<file path="src/rtl/serial_fetch_arbiter.sv">
// Serial memory port sequencer: counts serial bits per byte and
// arbitrates the port between instruction fetch and one data requester.
module serial_fetch_arbiter #(
  parameter int ADDR_WIDTH = 16,
  parameter int BYTE_BITS  = 8,
  parameter int CNT_WIDTH  = 3
) (
  input  logic                  clk,
  input  logic                  reset,
  input  logic                  sclkPosEdge,
  input  logic                  runEn,
  input  logic                  haltReq,
  input  logic [ADDR_WIDTH-1:0] pcAddr,
  input  logic                  dataReq,
  input  logic [ADDR_WIDTH-1:0] dataAddr,
  output logic [ADDR_WIDTH-1:0] memAddrOut,
  output logic                  busy,
  output logic                  pcEn,
  output logic                  fetchDone,
  output logic                  dataGnt,
  output logic                  dataDone,
  output logic                  halted
);

  localparam logic [1:0] S_IDLE  = 2'd0;
  localparam logic [1:0] S_FETCH = 2'd1;
  localparam logic [1:0] S_DATA  = 2'd2;
  localparam logic [1:0] S_HALT  = 2'd3;

  logic [1:0]            r_state;
  logic [CNT_WIDTH-1:0]  r_bitCnt;
  logic                  r_lastWasData;
  logic [ADDR_WIDTH-1:0] r_addr;
  logic                  r_pcEn;
  logic                  r_dataGnt;
  logic                  r_dataDone;

  logic                  w_xfer;
  logic                  w_end;
  logic                  w_enter;
  logic [1:0]            w_pick;
  logic [1:0]            w_pickD;
  logic [1:0]            w_next;

  assign w_xfer = (r_state == S_FETCH) || (r_state == S_DATA);
  assign w_end  = w_xfer && sclkPosEdge &&
                  (r_bitCnt == CNT_WIDTH'(BYTE_BITS - 1));

  // Arbitration from IDLE, alternating on the last transfer type
  always_comb begin
    w_pick = S_IDLE;
    if (haltReq)
      w_pick = S_HALT;
    else if (dataReq && runEn)
      w_pick = r_lastWasData ? S_FETCH : S_DATA;
    else if (dataReq)
      w_pick = S_DATA;
    else if (runEn)
      w_pick = S_FETCH;
  end

  // Same rules right after a data byte, where lastWasData becomes 1
  always_comb begin
    w_pickD = S_IDLE;
    if (haltReq)
      w_pickD = S_HALT;
    else if (runEn)
      w_pickD = S_FETCH;
    else if (dataReq)
      w_pickD = S_DATA;
  end

  // Next state; a finished fetch always spends one clk in IDLE
  // so the advanced PC is visible before the next fetch address
  always_comb begin
    w_next = r_state;
    unique case (r_state)
      S_IDLE:  w_next = w_pick;
      S_FETCH: if (w_end) w_next = S_IDLE;
      S_DATA:  if (w_end) w_next = w_pickD;
      S_HALT:  if (!haltReq) w_next = S_IDLE;
      default: w_next = S_IDLE;
    endcase
  end

  assign w_enter = ((w_next == S_FETCH) || (w_next == S_DATA)) &&
                   ((r_state == S_IDLE) || w_end);

  // State, bit counter, address capture and registered strobes
  always_ff @(posedge clk or negedge reset) begin
    if (!reset) begin
      r_state       <= S_IDLE;
      r_bitCnt      <= '0;
      r_lastWasData <= 1'b0;
      r_addr        <= '0;
      r_pcEn        <= 1'b0;
      r_dataGnt     <= 1'b0;
      r_dataDone    <= 1'b0;
    end else begin
      r_state    <= w_next;
      r_pcEn     <= w_end && (r_state == S_FETCH);
      r_dataDone <= w_end && (r_state == S_DATA);
      r_dataGnt  <= w_enter && (w_next == S_DATA);
      if (w_end)
        r_lastWasData <= (r_state == S_DATA);
      if (w_enter) begin
        r_bitCnt <= '0;
        r_addr   <= (w_next == S_DATA) ? dataAddr : pcAddr;
      end else if (w_xfer && sclkPosEdge) begin
        r_bitCnt <= w_end ? '0 : r_bitCnt + 1'b1;
      end
    end
  end

  assign memAddrOut = r_addr;
  assign busy       = w_xfer;
  assign halted     = (r_state == S_HALT);
  assign pcEn       = r_pcEn;
  assign fetchDone  = r_pcEn;
  assign dataGnt    = r_dataGnt;
  assign dataDone   = r_dataDone;

endmodule

</file>
<file path="config.mk">
export PLATFORM = sky130hd
export DESIGN_NAME = serial_fetch_arbiter
export DESIGN_NICKNAME = d
export VERILOG_FILES = /design/src/rtl/serial_fetch_arbiter.sv
export SDC_FILE = /design/constraint.sdc
export NUM_CORES = 1
export LEC_CHECK = 0
export BUFFER_PORTS_ARGS = -buffer_cell sky130_fd_sc_hd__clkbuf_2
export CAP_MARGIN = 20
export CORE_MARGIN = 1.5
export CORE_UTILIZATION = 29
export CTS_BUF_LIST = sky130_fd_sc_hd__clkbuf_16
export CTS_CLUSTER_DIAMETER = 150
export CTS_CLUSTER_SIZE = 24
export DETAILED_ROUTE_END_ITERATION = 6
export PLACE_DENSITY_LB_ADDON = 0.1
export SKIP_LAST_GASP = 1
export SYNTH_ARGS = -nofsm -noshare
export SYNTH_HDL_FRONTEND = slang
export SYNTH_SLANG_ARGS = --single-unit
</file>
<file path="constraint.sdc">
create_clock -name clk -period 2.9 [get_ports clk]
set_input_delay 0.145 -clock clk [delete_from_list [all_inputs] [get_ports clk]]
set_output_delay 0.145 -clock clk [all_outputs]
set_load 0.005 [all_outputs]
</file>
# Word-level counts from Yosys, hierarchy flattened
# Cells that the tools add are included.
# classes
eq_ne	6
reduce_logical	12
mux	16
n_addsub	1
# ops
op	n
$mux 2	10
$mux 16	1
$mux 3	3
$pmux 2 s4	1
$logic_and 1x1->1	7
$eq 2x2->1 const B	3
$eq 2x1->1 const B	2
$add 3x1->3 const B	1
$eq 3x3->1 const B	1
$logic_or 1x1->1	3
$logic_not 2->1	1
$reduce_bool 2->1	1
$mux 1	1
# totals
in_bits	38
word_cells	42
out_inout_bits	22
reg_bits	25

# Longest topological paths before layout
# depth
word_depth	10
ltp_mapped	11
mapped_depth_nobuf	10

# Worst setup path before layout
# Ideal clock, no wire load.
# synth_timing
path_type	flip-flop to flip-flop
start	register r_state[0]
end	register r_addr[10], in the netlist memAddrOut[10]
setup_time_ps	119
t_arrival_ps	2172
path_stages_with_launch	12
n_path_buf	2
required_ps	2781
slack_ps	609
synth_period_minus_slack_ps	2291
path_cell_list	dfrtp_1 -> inv_1 -> ha_1 -> and3_4 -> o21ai_1 -> nand2_1 -> a21o_1 -> ha_1 -> buf_4 -> clkbuf_4 -> mux2i_1 -> o21ai_2
# synth_between
elab_chain_len	9
elab_cells_between_ends	17
classes_between	eq/ne: 5; mux: 5; reduce/logical: 7
# synth_lines
item	line_no	source
start, declared	30	logic [1:0] r_state;
start signal, assigned	100	r_state <= w_next;
$eq 2x1->1 / $eq 2x2->1 (equally long branches)	45	assign w_xfer = (r_state == S_FETCH) || (r_state == S_DATA);
$logic_or 1x1->1 *	45	
named net busy	17	output logic busy,
$logic_and 1x1->1 * (2 in series)	46	assign w_end = w_xfer && sclkPosEdge &&
$mux 2, on equally long branches	80, 79	
$pmux 2 s4	77	unique case (r_state)
$eq 2x1->1 / $eq 2x2->1 (equally long branches)	86, 108	
$logic_or 1x1->1	86	assign w_enter = ((w_next == S_FETCH) || (w_next == S_DATA)) &&
$logic_and 1x1->1	86	
end signal, assigned	108	r_addr <= (w_next == S_DATA) ? dataAddr : pcAddr;
end, declared	33	logic [ADDR_WIDTH-1:0] r_addr;
# Mark *: on every way through the listed nets, which the timed path passes. The rest lies on a longest branch.
# A chain may end at the register's enable or synchronous reset.

# Worst setup path after layout
# layout_timing
start	register r_state[0]
end	register r_addr[1], in the netlist memAddrOut[1]
# layout_between
elab_chain_len	9
elab_cells_between_ends	17
classes_between	eq/ne: 5; mux: 5; reduce/logical: 7
# layout_lines
item	line_no
$eq 2x1->1 / $eq 2x2->1 (equally long branches)	45, 77
$logic_or 1x1->1	45
$logic_and 1x1->1 (2 in series)	46
$mux 2, on equally long branches	80, 79
$pmux 2 s4	77
$eq 2x1->1 / $eq 2x2->1 (equally long branches)	86, 108
$logic_or 1x1->1	86
$logic_and 1x1->1	86
# Parallel ways exist; a longest one is shown, timed or not.

==> reports/metrics.yaml <==
avgSynthCellArea_um2: 10.6
dieArea_um2: 5010
antenna_found_initial: 0
cts_sinks: 25
ys.warnings.count: 0
ff_latch_area_um2: 626
max_freq_mhz: 385
crit_path_top_delay_cell: "dfrtp_1"
grt_max_degree: 33
post_cts_buffers: 0
dr.pass1.iters: 3
worstSkewPairLatency_ps: 260
drc: 0
synthArstFlopShare_pct: 100
dp_hpwl_um: 2250
yosys_most_used_dff: "dfrtp_1"
setup_viol: 0
worst-path-buf-inv: 1
initial_utilization_pct: 30.4
path_cells: "inv_1 > ha_1 > and3_4 > o21ai_1 > nand2_1 > a21o_1 > ha_1 > o21bai_4 > nand2_1 > o21ai_0"
vias_per_cell: 4.50
setup_tns_ps: 0
busiest_layer: "met2"
cts_tree: "yes"
overflow: 0
arrival_ps: 2710
required_ps: 3010
synth_area_um2: 1330
clock_path_buffers: 2
grt_use_met1_pct: 15.6
critPathTopFamily: "compound AO/OA/AOI/OAI gates"
diodes: 0
grt_pass1_wl_um: 4710
drive_gt1_share_pct: 43.5
cp_max_fo: 32
ys_seq_elements: 25
wl_per_cell_um: 11.9
syn_nets: 171
max-vdd-ir-drop_mv: 0.438
nets: 232
cp-start-kind: "flop"
multi_input_area_um2: 636
synth.distinct_cells: 23
core-area_um2: 4380
rsz0062_at_grt: "false"
synth_edf_count: 0
num_io_pins: 60
cts.repair.resized: 0
yosysSeqAreaShare_pct: 46.9
holdBufCountCts: 1
yosys-top-cells-area: "dfrtp_1, mux2i_1, o21ai_2, ha_1, nand2_1"
synth_most_common_cell: "dfrtp_1"
portBuffers: 59
gr-usage-met2_pct: 19.0
max_stage_delay_ps: 400
end_kind: "flop"
maxCapViolations: 0
power.density_nw_per_um2: 1100
synth_cells: 126
path_class: "reg -> reg"
fin_skew_ps: 4.68
tightest_slew_ps: 855
synth_top_area_cell: "dfrtp_1"
period_share_pct: 89.7
ctsRootBufferMaster: "clkbuf_16"
use_met3_pct: 2.56
routed_wl_um: 2820
post-route-min-period_ps: 2600
syn2layout_area_growth_pct: 31.2
finalWeightedCongestion: 0.770
path_clk_slew_ps: 70
status: "complete, no violations"
p_leak_nw: 0.910
whs_ps: 155
slew_viol_final: 0
synth.top_cell.area_share_pct: 46.9
die_w_um: 70.8
grt_pass1_vias: 1069
drt_iter0_markers: 40
fillers: 473
max_slew_margin_pct: 42.9
dr_total_vias: 1072
rows: 24
hold_path.class: "in -> reg"
grt_util_all_layers_pct: 11.8
numCtsBuffers: 3
dieHeight_um: 70.8
ys_top_cells_by_count: "dfrtp_1, nand2_1, mux2i_1, o21ai_2, nor2_1"
h-tree-depth: 1
ant_nets: 0
finalHoldViolCount: 0
-- worst paths after layout --
check	startpoint	end	slack [ps]	depth (start not counted)
max in group asynchronous	reset	memAddrOut[14]$_DFFE_PN0P_	2070	2
min in group asynchronous	reset	r_bitCnt[2]$_DFFE_PN0P_	430	2
worst min register to register	memAddrOut[3]$_DFFE_PN0P_	memAddrOut[3]$_DFFE_PN0P_	480	2
worst min-delay path	pcAddr[5]	memAddrOut[5]$_DFFE_PN0P_	160	3
worst max register to register	r_state[0]$_DFF_PN0_	memAddrOut[1]$_DFFE_PN0P_	300	10
worst max-delay path	r_state[0]$_DFF_PN0_	memAddrOut[1]$_DFFE_PN0P_	300	10
-- cell families after synthesis --
logic type	synth area share, %
mux	12.0
simple gates	12.7
compound gates	16.4
flops	46.9
buf+inv	5.35
fa+ha+maj	6.57
-- layout make-up --
class / instances / area share [%]
inverters: 5 / 1.07
multi-input cells: 90 / 36.4
well taps: 52 / 3.72
clock inverters: 1 / 0.429
repair buffers: 62 / 18.3
clock buffers: 3 / 4.29
flip-flops and latches: 25 / 35.8
-- sequential cells by signal (all words and copies together), names as in the netlist --
register and flops:
r_state 2, dataGnt 1, r_bitCnt 3, fetchDone 1, dataDone 1, memAddrOut 16
r_lastWasData 1
-- cells in the final DEF, fill, tap and decap left out, types with 3 or more instances in the layout --
cell type and count:
clkbuf_2 59, dfrtp_1 25, nand2_1 21, mux2i_1 16, o21ai_2 14, nor2_1 8
ha_1 7, a21oi_1 6, inv_1 5, o21ai_0 4, clkbuf_16 3
-- power breakdown --
| group | total, mW | internal [mW] | leakage [nW] | switching [mW] |
|---|---|---|---|---|
| Clock | 0.310 | 0.187 | 0.0371 | 0.123 |
| Combinational | 1.02 | 0.458 | 0.559 | 0.564 |
| Sequential | 0.584 | 0.504 | 0.314 | 0.0803 |
| Total | 1.92 | 1.15 | 0.910 | 0.768 |
-- worst min-delay path, delay by kind of cell --
kind	cells	cell delay, ps
muxes	1	60
buffers and inverters	1	70
AOI/OAI and AO/OA	1	100
-- routing by layer --
layer  part of all wire (%)  vias up
met5                      0        -
met4                   0.89        0
met3                    6.3        2
met2                     47       32
met1                     46      482
li1                       -      556
-- metrics by stage --
stage	setup WS (ps)	instances	instance area (µm²)	utilization (%)	total power, mW
global placement	363	233	1660	37.8	1.61
CTS	262	238	1750	39.9	1.96
global route	84.6	238	1750	39.9	2.10
finish	300	238	1750	39.9	1.92
detailed placement	282	233	1660	37.8	1.64
floorplan	609	126	1330	-	1.39
(Power assumes the default switching activity.)
